**src/rtl/piso_tx_if.sv**
```systemverilog
// Handshake and serial-line bundle for piso_tx.
// The master drives the parallel word and the abort; the slave is the transmitter.
interface piso_tx_if #(
    parameter int WIDTH = 8
);
    logic             clr_i;
    logic [WIDTH-1:0] data_i;
    logic             valid_i;
    logic             ready_o;
    logic             sdata_o;
    logic             sframe_o;
    logic             done_o;

    modport master (
        output clr_i, data_i, valid_i,
        input  ready_o, sdata_o, sframe_o, done_o
    );

    modport slave (
        input  clr_i, data_i, valid_i,
        output ready_o, sdata_o, sframe_o, done_o
    );
endinterface

```
**src/rtl/piso_tx.sv**
```systemverilog
// Parallel-in serial-out transmitter, LSB first, with a frame strobe and a done pulse.
// Define PISO_PARITY_EN to append an even-parity bit after the data bits.
module piso_tx #(
    parameter int WIDTH = 8
) (
    input  logic       clk,
    input  logic       rst_n,
    piso_tx_if.slave   bus
);
    localparam int CW = (WIDTH > 1) ? $clog2(WIDTH) : 1;
    localparam logic [CW-1:0] LAST = CW'(WIDTH - 1);

    typedef enum logic [1:0] {
        IDLE  = 2'd0,
        SHIFT = 2'd1,
`ifdef PISO_PARITY_EN
        PAR   = 2'd2,
`endif
        DONE  = 2'd3
    } state_t;

    state_t           state_reg;
    logic [WIDTH-1:0] shreg_reg;
    logic [CW-1:0]    cnt_reg;
    logic             sdata_reg;
    logic             sframe_reg;
    logic             done_reg;
`ifdef PISO_PARITY_EN
    logic             parity_reg;
`endif

    // sdata_reg always mirrors shreg_reg[0] while shifting, so it is loaded one bit ahead.
    always_ff @(posedge clk or negedge rst_n) begin
        if (!rst_n) begin
            state_reg  <= IDLE;
            shreg_reg  <= '0;
            cnt_reg    <= '0;
            sdata_reg  <= 1'b0;
            sframe_reg <= 1'b0;
            done_reg   <= 1'b0;
`ifdef PISO_PARITY_EN
            parity_reg <= 1'b0;
`endif
        end else if (bus.clr_i) begin
            state_reg  <= IDLE;
            shreg_reg  <= '0;
            cnt_reg    <= '0;
            sdata_reg  <= 1'b0;
            sframe_reg <= 1'b0;
            done_reg   <= 1'b0;
`ifdef PISO_PARITY_EN
            parity_reg <= 1'b0;
`endif
        end else begin
            case (state_reg)
                IDLE: begin
                    done_reg <= 1'b0;
                    if (bus.valid_i) begin
                        shreg_reg  <= bus.data_i;
                        cnt_reg    <= '0;
                        sdata_reg  <= bus.data_i[0];
                        sframe_reg <= 1'b1;
`ifdef PISO_PARITY_EN
                        parity_reg <= ^bus.data_i;
`endif
                        state_reg  <= SHIFT;
                    end
                end
                SHIFT: begin
                    shreg_reg <= shreg_reg >> 1;
                    if (cnt_reg == LAST) begin
`ifdef PISO_PARITY_EN
                        sdata_reg  <= parity_reg;
                        sframe_reg <= 1'b1;
                        state_reg  <= PAR;
`else
                        sdata_reg  <= 1'b0;
                        sframe_reg <= 1'b0;
                        done_reg   <= 1'b1;
                        state_reg  <= DONE;
`endif
                    end else begin
                        cnt_reg   <= cnt_reg + 1'b1;
                        sdata_reg <= shreg_reg[1];
                    end
                end
`ifdef PISO_PARITY_EN
                PAR: begin
                    sdata_reg  <= 1'b0;
                    sframe_reg <= 1'b0;
                    done_reg   <= 1'b1;
                    state_reg  <= DONE;
                end
`endif
                DONE: begin
                    done_reg  <= 1'b0;
                    state_reg <= IDLE;
                end
                default: begin
                    sdata_reg  <= 1'b0;
                    sframe_reg <= 1'b0;
                    done_reg   <= 1'b0;
                    state_reg  <= IDLE;
                end
            endcase
        end
    end

    assign bus.ready_o  = (state_reg == IDLE);
    assign bus.sdata_o  = sdata_reg;
    assign bus.sframe_o = sframe_reg;
    assign bus.done_o   = done_reg;
endmodule

```
**src/flat_wrapper.sv**
```systemverilog
// flat-port wrapper written by rule: the top's interface ports become plain ports
module piso_tx_flat 
#(
    parameter int WIDTH = 8
)
  (clk, rst_n, bus_clr_i, bus_data_i, bus_valid_i, bus_ready_o, bus_sdata_o, bus_sframe_o, bus_done_o);
  piso_tx_if #(.WIDTH(WIDTH)) bus_i ();
  input  logic clk;
  input  logic rst_n;
  input wire logic [$bits(bus_i.clr_i)-1:0] bus_clr_i;
  input wire logic [$bits(bus_i.data_i)-1:0] bus_data_i;
  input wire logic [$bits(bus_i.valid_i)-1:0] bus_valid_i;
  output wire logic [$bits(bus_i.ready_o)-1:0] bus_ready_o;
  output wire logic [$bits(bus_i.sdata_o)-1:0] bus_sdata_o;
  output wire logic [$bits(bus_i.sframe_o)-1:0] bus_sframe_o;
  output wire logic [$bits(bus_i.done_o)-1:0] bus_done_o;
  assign bus_i.clr_i = bus_clr_i;
  assign bus_i.data_i = bus_data_i;
  assign bus_i.valid_i = bus_valid_i;
  assign bus_ready_o = bus_i.ready_o;
  assign bus_sdata_o = bus_i.sdata_o;
  assign bus_sframe_o = bus_i.sframe_o;
  assign bus_done_o = bus_i.done_o;
  piso_tx #(.WIDTH(WIDTH)) u_core (.clk(clk), .rst_n(rst_n), .bus(bus_i));
endmodule
```
**config.mk**
```make
export PLATFORM = sky130hd
export DESIGN_NAME = piso_tx_flat
export DESIGN_NICKNAME = d
export VERILOG_FILES = /design/src/rtl/piso_tx_if.sv /design/src/rtl/piso_tx.sv /design/src/flat_wrapper.sv
export SDC_FILE = /design/constraint.sdc
export NUM_CORES = 1
export LEC_CHECK = 0
export CAP_MARGIN = 0
export CELL_PAD_IN_SITES_DETAIL_PLACEMENT = 1
export CELL_PAD_IN_SITES_GLOBAL_PLACEMENT = 1
export CORE_MARGIN = 2
export CORE_UTILIZATION = 38
export CTS_CLUSTER_SIZE = 14
export DETAILED_ROUTE_END_ITERATION = 12
export PLACE_DENSITY = 0.81
export SYNTH_ARGS = -nofsm -noshare
export SYNTH_HDL_FRONTEND = slang
export SYNTH_SLANG_ARGS = --single-unit
```
**constraint.sdc**
```tcl
create_clock -name clk -period 1.5 [get_ports clk]
set_input_delay 0.45 -clock clk [delete_from_list [all_inputs] [get_ports clk]]
set_output_delay 0.45 -clock clk [all_outputs]
set_load 0.005 [all_outputs]
```
== Word-level counts from Yosys, hierarchy flattened ==
Index checks and enable logic that the tools add are counted.
Storage, ports and cells
  register bits after elaboration: 16
  input port bits: 12
Cells by class
  add/subtract/negate cells: 1
  equality and inequality tests: 7
  mux-type cells: 22
  reductions and logical operators: 7
Operator list (number)
  $mux W8: 2
  $pmux W8 S2: 1
  $mux W1: 9
  $mux W3: 3
  $mux W2: 3
  $ne A3 B3 Y1 const B: 2
  $pmux W1 S3: 2
  $pmux W3 S2: 1
  $reduce_and A2 Y1: 3
  $reduce_and A3 Y1: 2
  $pmux W2 S2: 1
  $add A3 B1 Y3 const B: 1
  $eq A3 B3 Y1 const B: 1
  $ne A3 B2 Y1 const B: 1
  $reduce_bool A3 Y1: 1
  $eq A2 B1 Y1 const B: 1
  $eq A2 B2 Y1 const B: 1
  $logic_not A2 Y1: 1
  $ne A2 B2 Y1 const B: 1

== Depth between registers and ports, before layout ==
Gate-level depths: netlist (run 1).
  depth after elaboration: 4
  mapped depth: 5
  mapped depth without buffers: 5

== Least setup slack after synthesis (run 1) ==
OpenSTA, ideal clock, no wires.
  path type: flip-flop to flip-flop
  start: register u_core.cnt_reg[0]
  end: register u_core.cnt_reg[1]
  setup time: 0.131 ns
  arrival: 1.201 ns
  data required time: 1.369 ns
  slack: 0.168 ns
  cell stages (with the launch flop): 6
  clock period less this slack: 1.332 ns
  cell sequence: dfrtp_1 -> ha_1 -> ha_1 -> nand2b_1 -> a21oi_1 -> o21ai_0
On the way
  cells in the longest elaborated chain, start to end: 4
RTL lines
  from (decl): RTL line piso_tx.sv:24  | logic [CW-1:0] cnt_reg;
  from (signal assigned): RTL line piso_tx.sv:83  | cnt_reg <= cnt_reg + 1'b1;
  $add A3 B1 Y3: RTL line piso_tx.sv:83
  $mux W3: RTL line piso_tx.sv:71  | if (cnt_reg == LAST) begin
  $pmux W3 S2: RTL line piso_tx.sv:55  | case (state_reg)
  $mux W3: RTL line piso_tx.sv:44  | end else if (bus.clr_i) begin
Parallel ways exist; a longest one is shown, timed or not. The select of a mux whose other input is x is not followed.
A chain may end at the register's enable or synchronous reset.

== Worst setup path in the final report (run 1) ==
  start: input port bus_valid_i
  end: register u_core.shreg_reg[6]
On the way
  cells in the longest elaborated chain, start to end: 2
RTL lines
  from (decl): RTL line flat_wrapper.sv:12  | input wire logic [$bits(bus_i.valid_i)-1:0] bus_valid_i;
  $ne A3 B3 Y1 (no line)
  $reduce_and A2 Y1 (no line)
  to (signal assigned): RTL line piso_tx.sv:59  | shreg_reg <= bus.data_i;
  to (signal assigned): RTL line piso_tx.sv:70  | shreg_reg <= shreg_reg >> 1;
  to (decl): RTL line piso_tx.sv:23  | logic [WIDTH-1:0] shreg_reg;
No other way between the ends.

==> results of run 1 <==
==> critical path, delay by kind of cell <==
kind            cells  cell delay, ns
buf+inv             1            0.56
compound gates      2            0.57
simple gates        1            0.09
==> path summary, 6_finish.rpt <==
kind / from / end / slack (ns) / cells past startpoint
min reg2reg: u_core.bus.done_o$_DFFE_PN0P_ / u_core.bus.done_o$_DFFE_PN0P_ / 0.49 / 1
max: bus_valid_i / u_core.shreg_reg[6]$_DFFE_PN0P_ / 0.006 / 4
min in group clk: u_core.bus.done_o$_DFFE_PN0P_ / u_core.bus.done_o$_DFFE_PN0P_ / 0.49 / 1
min: rst_n / u_core.bus.sframe_o$_DFFE_PN0P_ / 0.47 / 2
max reg2reg: u_core.state_reg[1]$_DFFE_PN0P_ / u_core.shreg_reg[6]$_DFFE_PN0P_ / 0.07 / 4
max in group asynchronous: rst_n / u_core.shreg_reg[6]$_DFFE_PN0P_ / 0.85 / 2
==> cell usage in the layout (no fill, tap or decap), drive strengths merged, types with 3 or more instances in the layout <==
| cell type | n |
|---|---|
| nor2 | 9 |
| inv | 4 |
| buf | 8 |
| dlygate4sd2 | 3 |
| mux2i | 6 |
| nand2 | 5 |
| dfrtp | 15 |
| a211oi | 6 |
| clkdlybuf4s50 | 11 |
| clkbuf | 4 |
| a21oi | 3 |
| nand2b | 4 |
==> cells by family (layout without fill, tap and decap cells) <==
group	after synthesis	after routing	share of synthesized area, %
flops	15	15	46.2
buf+inv	8	30	7.70
mux	7	7	8.78
simple gates	23	23	16.0
compound gates	17	17	18.2
fa+ha+maj	2	2	3.08
==> stage by stage <==
step | hold slack (ns) | area, um2 | TNS [ns] | cells | total power, mW
floorplan | 0.154 | 812 | 0 | 72 | 0.544
global placement | 0.462 | 986 | -1.04 | 115 | 0.604
detailed placement | 0.468 | 986 | -1.55 | 115 | 0.611
CTS | 0.479 | 1020 | 0 | 121 | 0.843
global route | 0.463 | 1040 | -0.0125 | 121 | 0.893
finish | 0.467 | 1040 | 0 | 121 | 0.842
==> power by group through the flow <==
stage               Clock, mW  Sequential, mW  Combinational (mW)
floorplan                   0           0.449              0.0945
global placement            0           0.450               0.155
detailed placement          0           0.450               0.161
CTS                     0.238           0.442               0.163
global route            0.265           0.445               0.183
finish                  0.233           0.442               0.167
==> repair_timing <==
| action | CTS | global route |
|---|---|---|
| hold buffers | 0 | 0 |
| buffers inserted | 2 | 0 |
| pin swaps | 1 | 0 |
| endpoints found under the setup margin | 4 | 4 |
| gates resized for setup | 8 | 3 |
==> metal layers <==
metal | track usage [%] | wire [um] | vias up
met2 | 26.5 | 856 | 14
met3 | 3.57 | 81 | 5
met5 | 0 | 0 | -
met1 | 18.7 | 799 | 305
li1 | - | - | 296
met4 | 6.94 | 30 | 0
==> layout make-up <==
| class | count | area [um2] |
|---|---|---|
| tap | 27 | 33.8 |
| inverter | 4 | 15.0 |
| sequential | 15 | 375 |
| clock buffer | 4 | 26.3 |
| fill | 220 | 946 |
| timing repair buffer | 22 | 194 |
| multi-input combinational | 49 | 392 |
==> results.json, run 1 <==
{
  "outcome": "finished, final reports clean",
  "synth_area_leaders": "dfrtp_1, mux2i_1, a211oi_2",
  "drv_slew": 0,
  "coreArea_um2": 1980,
  "cts_sinks": 15,
  "slew_headroom_pct": 80.7,
  "crit_arrival_ns": 1.67,
  "antenna_found_initial": 0,
  "fin_worst_skew_ns": 0.0105,
  "initial_utilization_pct": 41.0,
  "critical_path.max_stage_delay_ns": 0.56,
  "min_period_ns": 1.49,
  "synth_ff_type": "dfrtp_1",
  "synth_edf_count": 0,
  "grt_usage_pct": 15.6,
  "die_y_um": 50.2,
  "switchingPower_mw": 0.223,
  "wire_per_inst_um": 14.6,
  "synth_area_um2": 812,
  "swShare_pct": 26.5,
  "path_class": "in -> reg",
  "layout.nets": 109,
  "clkLatencyLatePin_ns": 0.29,
  "synth_fp_nets": 86,
  "p_int_mw": 0.619,
  "synth_most_common_cell": "dfrtp_1",
  "dp_slack_ns": -0.193,
  "drive_above_1_share_pct": 27.7,
  "path_max_fanout": 14,
  "ys_seq_elements": 15,
  "seq_power_share_pct": 52.5,
  "min-delay-path-class": "in -> async",
  "die_x_um": 50.2,
  "wl_um": 1770,
  "dp_hpwl_um": 1220,
  "drtIter0Drc": 3,
  "synthArstFlopShare_pct": 100,
  "fin_crit_sh_pct": 99.6,
  "antenna_cells": 0,
  "postSynthAreaPerCell_um2": 11.3,
  "grt_pass1_vias": 653,
  "finalSetupViolCount": 0,
  "rows": 16,
  "htree_num_levels": 1,
  "fmax_mhz": 669,
  "cp_slowest_cell": "clkdlybuf4s50_1",
  "end_kind": "flip-flop",
  "numCtsBuffers": 3,
  "drt_drc_violations_left": 0,
  "combPwrFrac_pct": 19.8,
  "critPathLaunchType": "input port",
  "area.growth.synth_to_final_pct": 27.6,
  "p_per_area_nw_per_um2": 812,
  "antenna_left": 0,
  "leakage_nw": 0.464,
  "die_area_um2": 2520,
  "path_clk_slew_ns": 0.09,
  "clockRootBuffer": "clkbuf_4",
  "synthCells": 72,
  "cts_buffer_depth": 2,
  "largest_reg_flops": 7,
  "final_hold_viol_count": 0,
  "drv_cap": 0,
  "synthTopCellsByCount": "dfrtp_1, mux2i_1, nor2_1",
  "post-route-util_pct": 52.3,
  "fin_ws_ns": 0.00616,
  "yosysWarnings": 0,
  "synthDistinctLibCells": 28,
  "gp_congestion": 0.731,
  "cts_tree": "built",
  "synth.yosys.seq_area_share_pct": 46.2,
  "grt_max_degree": 16,
  "worstMarginPinSlew_ns": 0.288,
  "drt-pass1-iter-count": 4,
  "synth_top_cell_by_area": "dfrtp_1",
  "pin_count": 16,
  "crit_chain": "clkdlybuf4s50_1 > o21ba_4 > nor2_1 > a211oi_1",
  "io_buffers": 15,
  "p_clk_share_pct": 27.7,
  "yosysTopAreaCellShare_pct": 46.2,
  "drt-vias-per-instance": 5.12,
  "route.vias.total": 620,
  "grt_first_pass_wirelength_um": 2920,
  "crit_required_ns": 1.67,
  "grt-ovfl-total": 0,
  "vdd_drop_max_uv": 614
}
(Power assumes the default switching activity.)
==> inputs of run 2 (changes only) <==
--- a/config.mk
+++ b/config.mk
@@ -10,9 +10,10 @@
 export CELL_PAD_IN_SITES_GLOBAL_PLACEMENT = 1
 export CORE_MARGIN = 2
 export CORE_UTILIZATION = 38
+export CTS_CLUSTER_DIAMETER = 60
 export CTS_CLUSTER_SIZE = 14
 export DETAILED_ROUTE_END_ITERATION = 12
-export PLACE_DENSITY = 0.81
+export PLACE_DENSITY_LB_ADDON = 0.2
 export SYNTH_ARGS = -nofsm -noshare
 export SYNTH_HDL_FRONTEND = slang
 export SYNTH_SLANG_ARGS = --single-unit
==> results.json, run 2 (synthesized netlist as in run 1, its figures left out) <==
{
  "drt_drc_violations_left": 0,
  "slew_headroom_pct": 82.9,
  "drt-vias-per-instance": 4.98,
  "min-delay-path-class": "in -> async",
  "min_period_ns": 1.40,
  "drv_slew": 0,
  "final_hold_viol_count": 0,
  "total_power_mw": 0.844,
  "dp_hpwl_um": 1320,
  "cp_num_buf_inv": 1,
  "fillers": 212,
  "path_clk_slew_ns": 0.09,
  "multiInputGateArea_um2": 392,
  "grt_pass1_vias": 679,
  "cp_slowest_cell": "dfrtp_1",
  "seqCellArea_um2": 375,
  "numCtsBuffers": 3,
  "wire_per_inst_um": 14.7,
  "worstMarginPinSlew_ns": 0.254,
  "outcome": "finished, final reports clean",
  "coreArea_um2": 1980,
  "fmax_mhz": 715,
  "initial_utilization_pct": 41.0,
  "whs_ns": 0.474,
  "rsz0062_at_grt": "false",
  "drt-pass1-iter-count": 3,
  "die_x_um": 50.2,
  "cts_tree": "built",
  "crit_family": "flip-flops",
  "drv_cap": 0,
  "area.growth.synth_to_final_pct": 28.7,
  "finalSetupViolCount": 0,
  "wl_um": 1790,
  "crit_chain": "dlygate4sd2_1",
  "io_buffers": 15,
  "crit_required_ns": 1.05,
  "drtIter0Drc": 5,
  "fin_crit_sh_pct": 93.2,
  "vdd_drop_max_uv": 566,
  "die_area_um2": 2520,
  "end_kind": "output port",
  "htree_num_levels": 1,
  "gp_congestion": 0.745,
  "grt_max_degree": 16,
  "final_cell_mix": "dfrtp_1, clkdlybuf4s50_1, buf_4",
  "drive_above_1_share_pct": 29.5,
  "layout.nets": 110,
  "die_y_um": 50.2,
  "critPathLaunchType": "flip-flop",
  "cts_hold_buf": 0,
  "largest_reg_flops": 7,
  "antenna_cells": 0,
  "leakage_nw": 0.472,
  "cts_buffer_depth": 2,
  "crit_arrival_ns": 0.95,
  "fin_cells": 122,
  "fin_worst_skew_ns": 0.00132,
  "post-route-util_pct": 52.7,
  "cts_sinks": 15,
  "fin_tns_setup_ns": 0,
  "pin_count": 16,
  "route.vias.total": 607,
  "path_max_fanout": 2,
  "grt_first_pass_wirelength_um": 3080,
  "critical_path.max_stage_delay_ns": 0.39,
  "path_class": "reg -> out",
  "placed_area_um2": 993,
  "rows": 16,
  "antenna_left": 0,
  "placedCellCount": 116,
  "clockRootBuffer": "clkbuf_4",
  "antenna_found_initial": 0,
  "design_area_um2": 1040,
  "grt_usage_pct": 16.7,
  "dp_slack_ns": -0.225,
  "p_per_area_nw_per_um2": 808,
  "layout_commonest_cell": "dfrtp_1",
  "fin_ws_ns": 0.102,
  "grt-ovfl-total": 0,
  "clkLatencyLatePin_ns": 0.29
}
[run 2: cell count changes in the layout (fill, tap and decap cells not counted)]
| cell | before | now |
|---|---|---|
| o21ai_0 | 2 | 0 |
| o21ai_1 | 0 | 2 |
| buf_4 | 7 | 8 |
| clkbuf_1 | 1 | 0 |
| clkinv_2 | 0 | 1 |
[run 2: area by class of cell]
class	instances	area share (%)
inverter	4	1.44
tap	27	3.23
timing repair buffer	23	19.3
clock buffer	3	2.16
sequential	15	35.9
multi-input combinational	49	37.5
clock inverter	1	0.479
[run 2: final timing paths]
path	end	startpoint	slack (ns)	depth (start not counted)
hold reg to reg	u_core.bus.done_o$_DFFE_PN0P_	u_core.bus.done_o$_DFFE_PN0P_	0.51	1
setup reg to reg	u_core.bus.sdata_o$_DFFE_PN0P_	u_core.cnt_reg[0]$_DFFE_PN0P_	0.12	5
setup / recovery	bus_done_o	u_core.bus.done_o$_DFFE_PN0P_	0.10	1
max in group asynchronous	u_core.cnt_reg[2]$_DFFE_PN0P_	rst_n	0.85	2
min in group clk	u_core.bus.done_o$_DFFE_PN0P_	u_core.bus.done_o$_DFFE_PN0P_	0.51	1
hold / removal	u_core.shreg_reg[3]$_DFFE_PN0P_	rst_n	0.47	2
[run 2: routing by layer]
| metal | track usage [%] | vias to the layer above | part of all wire (%) |
|---|---|---|---|
| li1 | - | 300 | - |
| met1 | 19.3 | 291 | 45 |
| met2 | 28.3 | 14 | 49 |
| met3 | 6.85 | 2 | 5.6 |
| met4 | 4.17 | 0 | 0.73 |
| met5 | 0 | - | 0 |
[run 2: power breakdown]
group          switching [mW]  total (mW)  internal (mW)  leakage, nW
registers              0.0142       0.442          0.428        0.199
clock network           0.138       0.237         0.0993       0.0177
logic                  0.0771       0.164         0.0872        0.255
total                   0.229       0.844          0.614        0.472
[run 2: repair_timing]
item	4_1_cts	5_1_grt
buffers inserted	2	0
endpoints found under the setup margin	6	4
resized for setup	9	4
endpoints found under the hold margin	0	0
pin swaps	1	1
